<file path="config.mk">
export PLATFORM = sky130hd
export DESIGN_NAME = a2d_serf
export DESIGN_NICKNAME = d
export VERILOG_FILES = /design/src/rtl/a2d_serf.sv
export SDC_FILE = /design/constraint.sdc
export NUM_CORES = 1
export LEC_CHECK = 0
export BUFFER_PORTS_ARGS = -buffer_cell sky130_fd_sc_hd__buf_2
export CAP_MARGIN = 20
export CORE_ASPECT_RATIO = 1.25
export CORE_UTILIZATION = 49
export DETAILED_ROUTE_END_ITERATION = 16
export HOLD_SLACK_MARGIN = 0.06
export PLACE_DENSITY = 0.81
export SYNTH_ARGS = -nofsm -noshare
export SYNTH_HDL_FRONTEND = slang
export SYNTH_SLANG_ARGS = --single-unit
</file>
<file path="constraint.sdc">
create_clock -name clk -period 2.32 [get_ports clk]
set_input_delay 0.464 -clock clk [delete_from_list [all_inputs] [get_ports clk]]
set_output_delay 0.464 -clock clk [all_outputs]
set_load 0.005 [all_outputs]
</file>
<file path="src/rtl/a2d_serf.sv">
// SPI serf standing in for the 8-channel A2D converter: decodes 16-bit command
// frames and returns the addressed channel's sample in the following frame.
//
// state | meaning
// IDLE  | SS_n high, MISO parked at 1, waiting for ss_fall
// ARMED | frame started, response loaded, waiting for first sclk_rise
// SHIFT | shifting: sample MOSI on sclk_rise, advance shft on sclk_fall
module a2d_serf #(
  parameter int         DATA_W   = 12,
  parameter logic [2:0] RST_CHNL = 3'd0,
  parameter int         SYNC_STG = 2
) (
  input  logic                  clk,
  input  logic                  rst,
  input  logic                  SS_n,
  input  logic                  SCLK,
  input  logic                  MOSI,
  output logic                  MISO,
  input  logic [8*DATA_W-1:0]   ch_data,
  output logic [15:0]           cmd,
  output logic [2:0]            chnl,
  output logic                  frm_done,
  output logic                  frm_err
);

  typedef enum logic [1:0] {IDLE, ARMED, SHIFT} state_t;

  state_t state, state_nxt;

  logic [SYNC_STG-1:0] ss_sync, sclk_sync, mosi_sync;
  logic                ss_s, sclk_s, mosi_s, ss_d, sclk_d;
  logic                ss_fall, ss_rise, sclk_fall, sclk_rise;

  logic [15:0] shft, shft_nxt, cmd_nxt, frame_word, sample_word;
  logic [4:0]  rise_cnt, cnt_nxt;
  logic        mosi_smp, smp_nxt;
  logic [2:0]  chnl_nxt;
  logic        done_nxt, err_nxt;

  // Sync and edge-detect flops reset high so a released reset with idle
  // pins never looks like a select or clock edge.
  always_ff @(posedge clk or posedge rst) begin
    if (rst) begin
      ss_sync   <= '1;
      sclk_sync <= '1;
      mosi_sync <= '1;
      ss_d      <= 1'b1;
      sclk_d    <= 1'b1;
    end else begin
      ss_sync   <= {ss_sync[SYNC_STG-2:0], SS_n};
      sclk_sync <= {sclk_sync[SYNC_STG-2:0], SCLK};
      mosi_sync <= {mosi_sync[SYNC_STG-2:0], MOSI};
      ss_d      <= ss_s;
      sclk_d    <= sclk_s;
    end
  end

  assign ss_s   = ss_sync[SYNC_STG-1];
  assign sclk_s = sclk_sync[SYNC_STG-1];
  assign mosi_s = mosi_sync[SYNC_STG-1];

  assign ss_fall   = ss_d & ~ss_s;
  assign ss_rise   = ~ss_d & ss_s;
  assign sclk_fall = sclk_d & ~sclk_s;
  assign sclk_rise = ~sclk_d & sclk_s;

  assign sample_word = {{(16-DATA_W){1'b0}}, ch_data[chnl*DATA_W +: DATA_W]};
  assign frame_word  = {shft[14:0], mosi_smp};
  assign MISO        = (state == IDLE) ? 1'b1 : shft[15];

  always_comb begin
    state_nxt = state;
    shft_nxt  = shft;
    cnt_nxt   = rise_cnt;
    smp_nxt   = mosi_smp;
    cmd_nxt   = cmd;
    chnl_nxt  = chnl;
    done_nxt  = 1'b0;
    err_nxt   = 1'b0;
    case (state)
      IDLE: begin
        if (ss_fall) begin
          state_nxt = ARMED;
          shft_nxt  = sample_word;
          cnt_nxt   = 5'd0;
        end
      end
      ARMED: begin
        if (ss_rise) begin
          state_nxt = IDLE;
          err_nxt   = 1'b1;
        end else if (sclk_rise) begin
          smp_nxt   = mosi_s;
          cnt_nxt   = rise_cnt + 5'd1;
          state_nxt = SHIFT;
        end
      end
      SHIFT: begin
        // ss_rise takes priority over any sclk edge in the same cycle
        if (ss_rise) begin
          state_nxt = IDLE;
          if (rise_cnt == 5'd16) begin
            cmd_nxt  = frame_word;
            chnl_nxt = frame_word[13:11];
            done_nxt = 1'b1;
          end else begin
            err_nxt = 1'b1;
          end
        end else begin
          if (sclk_fall)
            shft_nxt = frame_word;
          if (sclk_rise) begin
            smp_nxt = mosi_s;
            if (rise_cnt != 5'd31)
              cnt_nxt = rise_cnt + 5'd1;
          end
        end
      end
      default: state_nxt = IDLE;
    endcase
  end

  always_ff @(posedge clk or posedge rst) begin
    if (rst) begin
      state    <= IDLE;
      shft     <= '0;
      rise_cnt <= '0;
      mosi_smp <= 1'b0;
      cmd      <= '0;
      chnl     <= RST_CHNL;
      frm_done <= 1'b0;
      frm_err  <= 1'b0;
    end else begin
      state    <= state_nxt;
      shft     <= shft_nxt;
      rise_cnt <= cnt_nxt;
      mosi_smp <= smp_nxt;
      cmd      <= cmd_nxt;
      chnl     <= chnl_nxt;
      frm_done <= done_nxt;
      frm_err  <= err_nxt;
    end
  end

endmodule

</file>
* Yosys cells after proc, flatten, opt, wreduce, memory -nomap -nowiden
Index checks and enable logic that the tools add are counted.
** Cells by class
- Add/sub/neg operators :: 1
- $mul :: 1
- Equality and inequality tests :: 13
- Shift-type cells :: 1
- Mux-type cells :: 24
- Bitwise logic cells :: 9
- Reductions and logical operators :: 9
** Operator list (count)
- variable part select 96 x 8 -> 12 bit :: 1
- two-way mux 16 bit :: 3
- case mux 16 bit (2 select lines) :: 1
- two-way mux 5 bit :: 6
- != test 2 bit, second input constant :: 8
- case mux 5 bit (3 select lines) :: 1
- AND reduction 3 bit :: 3
- two-way mux 2 bit :: 4
- two-way mux 1 bit :: 7
- AND reduction 7 bit :: 1
- case mux 2 bit (3 select lines) :: 1
- adder 5 x 1 -> 5 bit, second input constant :: 1
- equality test 5 bit, second input constant :: 1
- multiplier 3 x 2 -> 5 bit, second input constant :: 1
- != test 5 bit, second input constant :: 1
- inverter 1 bit :: 5
- bitwise AND 1 bit :: 4
- AND reduction 4 bit :: 1
- != test 3 bit, second input constant :: 1
- nonzero test 3 bit :: 1
- equality test 2 x 1 -> 1 bit, second input constant :: 1
- equality test 2 bit, second input constant :: 1
- zero test 2 bit :: 1
- case mux 1 bit (2 select lines) :: 1
- other kinds (2) :: 2
** Storage, ports and cells
- Register bits :: 53
- Input bits :: 101
- Word-level logic and storage cells :: 71

* Longest topological paths before layout
Gate-level depths: netlist (run 1).
- Depth in word-level cells :: 5
- Mapped depth :: 7
- Depth with buffers taken out :: 6

* Worst setup path before layout (run 1)
Ideal clock, no wire load.
- Path kind :: register to register
- Start :: reg state[0]
- End :: reg shft[0]
- Arrival :: 1968 ps
- Slack :: 227 ps
- Stages on the path, launching flop included :: 8
- Cell sequence :: dfrtp_1 -> inv_1 -> ha_1 -> buf_6 -> maj3_2 -> o32ai_4 -> buf_12 -> mux2_4
** Between the ends
- Cells in the longest elaborated chain, start to end :: 3
- Elaborated cells between the ends (all ways) :: 8
** Ends and longest elaborated chain
- from (decl) :: line 28 : state_t state, state_nxt;
- from (signal assigned) :: line 134 : state <= state_nxt;
- equality test 2 bit or zero test 2 bit (tied branches) :: line 80 : case (state)
- != test 2 bit (no source line) or nonzero test 2 bit (tied branches)
- AND reduction 4 bit (no source line)
- to (signal assigned) :: line 135 : shft <= shft_nxt;
- to (decl) :: line 34 : logic [15:0] shft, shft_nxt, cmd_nxt, frame_word, sample_word;
Several ways; a longest one is shown, not always the timed one.
A chain may end at the register's enable or synchronous reset.

* Worst setup path after layout (run 1)
- Start :: reg state[0]
- End :: reg shft[11]
Same word-level chain as after synthesis.

==> results of run 1 <==
## kinds of logic after synthesis
logic type | share of synthesized area (%)
compound gates | 12.1
flops | 40.7
simple gates | 7.27
fa+ha+maj | 3.19
mux | 31.3
buf+inv | 5.37
## cells in the final DEF, fill, tap and decap left out, types with 2 or more instances in the layout
cell and count:
sky130_fd_sc_hd__o22ai_1 24, sky130_fd_sc_hd__buf_2 122, sky130_fd_sc_hd__buf_4 5, sky130_fd_sc_hd__or2_2 2, sky130_fd_sc_hd__buf_12 2, sky130_fd_sc_hd__nand3_1 3, sky130_fd_sc_hd__o2111ai_1 2, sky130_fd_sc_hd__nor3b_1 2
sky130_fd_sc_hd__ha_1 7, sky130_fd_sc_hd__clkbuf_8 5, sky130_fd_sc_hd__mux2i_1 8, sky130_fd_sc_hd__nand2_1 25, sky130_fd_sc_hd__mux2_4 6, sky130_fd_sc_hd__dfrtp_1 41, sky130_fd_sc_hd__a221oi_1 3, sky130_fd_sc_hd__nand2b_1 5
sky130_fd_sc_hd__inv_2 2, sky130_fd_sc_hd__mux2_2 70, sky130_fd_sc_hd__nor2_1 5, sky130_fd_sc_hd__a21oi_1 3, sky130_fd_sc_hd__o31ai_1 12, sky130_fd_sc_hd__dfstp_2 8, sky130_fd_sc_hd__inv_1 11
## state kept, by name, summed over array words and instances, names as in the netlist
name and cells:
cmd 16, shft 16, rise_cnt 5, mosi_sync 2, sclk_sync 2, ss_sync 2
state 2, frm_done 1, frm_err 1, mosi_smp 1, sclk_d 1, ss_d 1
## area by class of cell
type | instances | area (um^2)
tap | 85 | 106
clock buffer | 5 | 68.8
inverter | 13 | 48.8
timing repair buffer | 129 | 688
sequential | 50 | 1260
multi-input combinational | 191 | 1670
fill | 519 | 2260
clock inverter | 3 | 21.3
## worst reg2reg max path, stage by stage (launching register included)
cell                      delay [ps]
sky130_fd_sc_hd__dfrtp_1         420
sky130_fd_sc_hd__inv_1            90
sky130_fd_sc_hd__ha_1            240
sky130_fd_sc_hd__maj3_2          340
sky130_fd_sc_hd__o32ai_4         240
sky130_fd_sc_hd__buf_4           310
sky130_fd_sc_hd__mux2_2          380
## routing by layer
layer	track usage [%]	vias to the layer above
li1	-	1235
met1	31.2	1258
met2	37.2	90
met3	3.46	17
met4	8.66	0
met5	0	-
## final timing paths
kind / to / slack, ps / depth (start not counted)
setup / recovery: shft[11] / 200 / 6
hold / removal: cmd[7] / 170 / 2
setup reg to reg: shft[11] / 200 / 6
hold reg to reg: ss_sync[1] / 360 / 0
max in group asynchronous: sclk_sync[1] / 1560 / 3
min in group clk: mosi_sync[0] / 240 / 1
## power groups by stage
stage	combinational (mW)	sequential, mW	clock (mW)
global placement	0.951	1.20	0
CTS	1.01	1.19	0.519
finish	1.00	1.20	0.507
global route	1.11	1.22	0.550
detailed placement	1.00	1.21	0
floorplan	0.778	1.15	0
==> impl.org, run 1 <==
** Run status
- The flow ran to the end, and the final reports show no timing, DRC or antenna violations.

** Die
- In this run the horizontal extent of the chip is 73.1 um.
- Die Footprint :: 6640 um^2
- Cell Rows :: 32
- For this design the top-level I/O count stands at 123.
- From bottom edge to top edge, the die measures 90.9 um.
- The region available for standard cell placement spans 6130 um^2.
- Starting density of the core :: 50.6%

** Power and ir drop
- Final Power :: 2.71 mW
- Leakage dissipation :: 1.86 nW
- For this design the ratio of total power to cell area is 701 nW/um^2.
- Part of the power in the clock network :: 18.7%
- Net switching is 34.3% of the power.
- Of the total power, combinational logic draws 37.0%.
- Peak supply drop :: 0.392 mV
- Sequential cells burn 44.2% of the power.
- P_sw :: 0.929 mW
- Cell internal power dissipation :: 1.78 mW

** Global route
- Wire length of the first global-routing pass :: 11800 um
- For this run, the total global-route usage over all layers was measured as 23.2%.
- Number of global-route vias before repair :: 2488
- Global route overflow :: 0
- Initial antenna violation count :: 0
- Largest net degree at the start of global routing :: 38

** Clock network
- Worst-case clock buffer depth :: 2
- Clock tree sinks :: 50
- The number of gates resized after CTS was 0.
- In this run the post-CTS setup repair buffer count came out at 0.
- Clock latency on the worst-skew pair :: 300 ps
- Clock buffers created by TritonCTS :: 5
- Clock-pin slew was measured on the worst setup and hold paths at 90 ps.
- Clk Tree Root Cell :: sky130_fd_sc_hd__clkbuf_8
- The number of hold buffers added after CTS was 0.
- TritonCTS built the clock tree.
- CTS built an H-tree with a depth of 2.

** Worst setup path
- CP peak stage delay :: 420 ps
- Arr. time, crit path :: 2300 ps
- Worst setup EP type :: register
- Cell-by-cell trace of the critical path :: inv_1 > ha_1 > maj3_2 > o32ai_4 > buf_4 > mux2_2
- The worst setup path is of the reg2reg kind.
- STA classifies the critical path startpoint as a register.
- The critical path contains buffers and inverters numbering 2 combined.
- In this run the worst path has a maximum fanout of 16.
- For the worst setup path, the data required time is 2510 ps.
- The most critical setup path has its startpoint at state[0].
- Family with the most delay on the worst path :: adder cells
- Cell at the slowest stage of the critical path :: sky130_fd_sc_hd__dfrtp_1
- Launch point of the worst reg-to-reg path :: state[0]

** Timing
- Worst hold slack across all endpoints :: 173 ps
- Final Slew Violations :: 0
- Derived from the worst setup path, the maximum achievable clock frequency is 0.472 GHz.
- Worst max-slew margin expressed relative to the limit :: 65.9%
- On the final layout, the worst clock skew is 12.4 ps.
- Ratio of final minimum period to clock period :: 91.3%
- # setup viols final :: 0
- The worst path in the final design needs a cycle of 2120 ps, including I/O delays and setup.
- The total count of hold-check failures in the final report was 0.
- Worst slew pin tran :: 512 ps
- Least setup slack across all paths after layout :: 201 ps
- Setup repair after global routing left no endpoint under its margin.
- In the final timing run, aggregate negative setup slack is 0 ps.

** Yosys
- Number of register bits inferred by synthesis :: 50
- Most used standard cells in the synthesized netlist :: sky130_fd_sc_hd__mux2_2 (70), sky130_fd_sc_hd__dfrtp_1 (42), sky130_fd_sc_hd__nand2_1 (25)
- Library cell with the highest instance count after synthesis :: sky130_fd_sc_hd__mux2_2
- The mapped netlist covers 3100 um^2.
- Library cells used by synthesis :: 38
- The Yosys step of the flow raised 0 warnings.
- Cell accounting for the most synthesized area :: sky130_fd_sc_hd__dfrtp_1
- Synthesis produced 274 cells.
- The most used flip-flop cell after synthesis is sky130_fd_sc_hd__dfrtp_1.
- The top cell type by area accounts for 33.9% of the synthesized area.
- Of all flip-flops after synthesis, the portion carrying an async set or reset was 100%.
- The average instance in the mapped netlist occupies 11.3 um^2.
- When the netlist entered floorplanning its net count stood at 382.
- Count of flip-flops with a built-in enable after synthesis :: 0
- Post-synthesis sequential area ratio :: 40.7%
- After synthesis, the cell types taking the most area are sky130_fd_sc_hd__dfrtp_1 (34%), sky130_fd_sc_hd__mux2_2 (25%), sky130_fd_sc_hd__dfstp_2 (6.8%).

** Layout
- Relative to the synthesized area, the layout overhead comes to 24.8%.
- Proportion of layout cells with a drive suffix above 1 :: 59.1%
- 0 antenna diodes ended up in the layout.
- The net count of the finished layout is 498.
- After the flow finishes, the layout carries non-filler instances totaling 476.
- At the end of the flow the core is filled with cells to 63.1%.
- The finished cells cover 3860 um^2.

** Routing
- DRC violation total after the first TritonRoute iteration :: 110
- Routed Antenna Nets :: 0
- The highest layer touched by signal routing is met4.
- First drt pass iteration count :: 4
- After detailed routing, the total wire length is 7500 um.
- Met3 Wirelength :: 302 um
- Wirelength per Cell :: 15.7 um
- For this run, design rule violations remaining after detail routing come to 0.
- Wire length on met2 :: 3790 um
- Met1 layer wirelength in the final routing :: 3220 um
- Count of vias placed by the detailed router :: 2600
- Using the TritonRoute via totals, the vias-per-cell ratio works out to 5.46.

** Placement
- The number of placed instances, taps included, is 468.
- Detailed placement ended at an HPWL of 5700 um.
- Summing all placed instances gives a cell area of 3770 um^2.
- Before CTS, the worst setup slack after placement is 217 ps.
- At the end of routability-driven placement, the weighted congestion stood at 0.830.
- In this run the tool buffered the top-level ports with 122 buffer cells.

** Min path
- The min-delay analysis places its worst path in the category in2async.

** Flow run
- The tool flagged a number of max-cap violations equal to 0.
Note: power is estimated with default switching activity, not from simulation.
==> run 2: changes to the inputs <==
MAX_ROUTING_LAYER = met4   (was unset)
==> run 2 against run 1 <==
Register-to-register slack hardly changed; clock power is 0.8% lower; sequential share of layout area stayed put; non-clock buffer count stayed put; combinational power hardly changed; maximum frequency is 0.34% lower; worst setup slack worse by 7.3 ps; core utilization stayed put; wire length hardly changed; first-iteration DRC count is 14% higher; flip-flop and latch count stayed put; critical endpoint unchanged.
==> impl.org, run 2 (synthesized netlist as in run 1, its figures left out) <==
** Run status
- Run status :: finished clean

** Placement
- The routability-driven placement congestion ratio was 0.843 (+1.5%).
- Number of input and output port buffers inserted :: 122 (unchanged)
- The detailed placement HPWL is 5700 um (unchanged).

** Routing
- The total via count in the routed design is 2579 (-0.81%).
- The wire length per cell after detailed routing came to 15.8 um (about the same).
- The first-pass iteration count of the detailed router was 4 (unchanged).
- The final wirelength came to 7500 um (about the same).
- The violation count after the first detailed-routing iteration is 125 (+14%).
- Post-DR vias/cell :: 5.42 (-0.81%)
- The number of nets still failing antenna checks after routing is 0 (unchanged).
- Total DRC errors in the routed layout :: 0 (unchanged)

** Clock network
- Clock tree sinks :: 50 (unchanged)
- TritonCTS clock tree :: yes
- The total number of H-tree levels came to 2 (unchanged).
- Clock latency on the worst-skew pair :: 300 ps (about the same)
- Post-CTS resize count :: 0 (unchanged)
- Buffers inserted during post-CTS setup optimization :: 0 (unchanged)
- The clock input transition at the sequential cells of the worst setup and hold paths is 90 ps (about the same).
- Worst-case clock buffer depth :: 2 (unchanged)
- Clock buffers created by TritonCTS :: 5 (unchanged)
- Clk Tree Root Cell :: sky130_fd_sc_hd__clkbuf_8
- Hold-fix buffer count after cts :: 0 (unchanged)

** Die
- Die Footprint :: 6640 um^2 (unchanged)
- The top-level I/O count was 123 (unchanged).
- The number of rows created at floorplan came to 32 (unchanged).
- Die Y-Extent :: 90.9 um (unchanged)
- Standard cell core area :: 6130 um^2 (unchanged)
- The initial standard-cell utilization of the core was 50.6% (unchanged).
- Die W :: 73.1 um (unchanged)

** Timing
- Ratio of final minimum period to clock period :: 91.6% (+0.31 points)
- The normalized max-slew margin was 65.9% (about the same).
- Setup repair after global routing left no endpoint under its margin.
- # setup viols final :: 0 (unchanged)
- Worst slew pin tran :: 511 ps (-0.838 ps)
- Final hold violations :: 0 (unchanged)
- The upper clock frequency limit was 0.470 GHz (-0.34%).
- Worst clock skew :: 11.1 ps (-1.34 ps)
- The minimum clock period after layout is 2130 ps (+7.30 ps).
- Sum Neg Setup Slack :: 0 ps (unchanged)
- Final Slew Violations :: 0 (unchanged)

** Worst setup path
- Nature of the critical path startpoint :: register
- The required time of the worst setup path was 2500 ps (about the same).
- The critical path data arrival time came to 2310 ps (about the same).
- The critical path goes through inv_1 > ha_1 > maj3_2 > o32ai_4 > buf_4 > mux2_2.
- The largest fanout of any net on the critical path came to 16 (unchanged).
- Cell at the slowest stage of the critical path :: sky130_fd_sc_hd__dfrtp_1
- Broken down by cell family, the worst path's largest delay share belongs to adder cells.
- Buffers & Inverters on Critical Path :: 2 (unchanged)
- The critical path in this run is classified as reg2reg.
- CP peak stage delay :: 420 ps (about the same)
- Worst setup EP type :: register

** Power and ir drop
- Proportion of total power due to net switching :: 34.1% (-0.17 points)
- Leakage dissipation :: 1.86 nW (unchanged)
- The fraction of power consumed by combinational cells was 37.1% (about the same).
- Power Density :: 699 nW/um^2 (-0.27%)
- The total chip power came to 2.70 mW (-0.27%).
- Peak supply drop :: 0.392 mV (about the same)
- Cell internal power dissipation :: 1.78 mW (about the same)
- The net switching power was 0.921 mW (-0.77%).
- The sequential share of power was 44.3% (about the same).
- Part of the power in the clock network :: 18.6% (about the same)

** Layout
- The fraction of final layout cells with drive strength greater than 1 was 59.1% (unchanged).
- Area Overhead vs Synth :: 24.8% (unchanged)
- Total Nets Final :: 498 (unchanged)
- Most common cell after layout, fill and taps aside :: sky130_fd_sc_hd__buf_2
- Largest regs :: cmd x16, shft x16, rise_cnt x5
- Ant. Diodes :: 0 (unchanged)
- Top library cells by usage in the layout, fill and taps aside :: sky130_fd_sc_hd__buf_2 (122), sky130_fd_sc_hd__mux2_2 (70), sky130_fd_sc_hd__dfrtp_1 (41)

** Global route
- Initial antenna violation count :: 0 (unchanged)
- Wire length of the first global-routing pass :: 11800 um (-0.12%)
- Global route overflow :: 0 (unchanged)
- The number of global-route vias before repair was 2481 (-0.28%).
- Largest net degree at the start of global routing :: 38 (unchanged)
- The overall track demand over capacity in global routing came to 23.8% (+0.65 points).

** Min path
- Path class of the lowest-slack min-delay path :: in2async

** Flow run
- The max-cap check violation count is 0 (unchanged).
-- run 2: cell counts in the layout (fill, tap and decap cells not counted) --
Identical to the previous run, type by type.
-- run 2: final cells by class --
cell class / count / area (um^2)
fill: 519 / 2260
multi-input combinational: 191 / 1670
sequential: 50 / 1260
timing repair buffer: 129 / 688
tap: 85 / 106
clock buffer: 5 / 68.8
inverter: 13 / 48.8
clock inverter: 3 / 21.3
-- run 2: final timing paths --
path / from / cells after the start / end / slack (ps)
setup reg to reg: state[0] / 6 / shft[11] / 190
setup / recovery: state[0] / 6 / shft[11] / 190
max in group asynchronous: rst / 3 / sclk_sync[1] / 1560
min in group clk: MOSI / 1 / mosi_sync[0] / 250
hold reg to reg: ss_sync[0] / 0 / ss_sync[1] / 360
hold / removal: rst / 2 / shft[9] / 180
-- run 2: stage by stage --
step / setup slack (ps) / util (%) / cells / hold slack, ps / instance area (um^2)
after floorplan: 227 / - / 274 / 345 / 3100
after global placement: 319 / 61.6 / 468 / 348 / 3770
after detailed placement: 217 / 61.6 / 468 / 347 / 3770
after CTS: 199 / 63.1 / 476 / 185 / 3860
after global routing: 65.5 / 63.1 / 476 / 210 / 3860
final: 194 / 63.1 / 476 / 175 / 3860
-- run 2: worst reg2reg max path, stage by stage, from the launching register on --
cell                      delay [ps]
sky130_fd_sc_hd__dfrtp_1         420
sky130_fd_sc_hd__inv_1            90
sky130_fd_sc_hd__ha_1            240
sky130_fd_sc_hd__maj3_2          340
sky130_fd_sc_hd__o32ai_4         240
sky130_fd_sc_hd__buf_4           310
sky130_fd_sc_hd__mux2_2          380
-- run 2: power groups by stage --
stage               Clock [mW]  Sequential (mW)  Combinational [mW]
global route             0.552             1.22                1.11
floorplan                    0             1.15               0.778
global placement             0             1.20               0.951
detailed placement           0             1.21                1.00
finish                   0.503             1.20                1.00
CTS                      0.519             1.19                1.01
-- run 2: routing by layer --
| layer | GRT usage (%) | vias to the layer above | wire length, um |
|---|---|---|---|
| li1 | - | 1233 | - |
| met5 | - | - | 0 |
| met1 | 31.5 | 1237 | 3200 |
| met3 | 3.24 | 20 | 313 |
| met2 | 37.0 | 89 | 3780 |
| met4 | 8.66 | 0 | 204 |
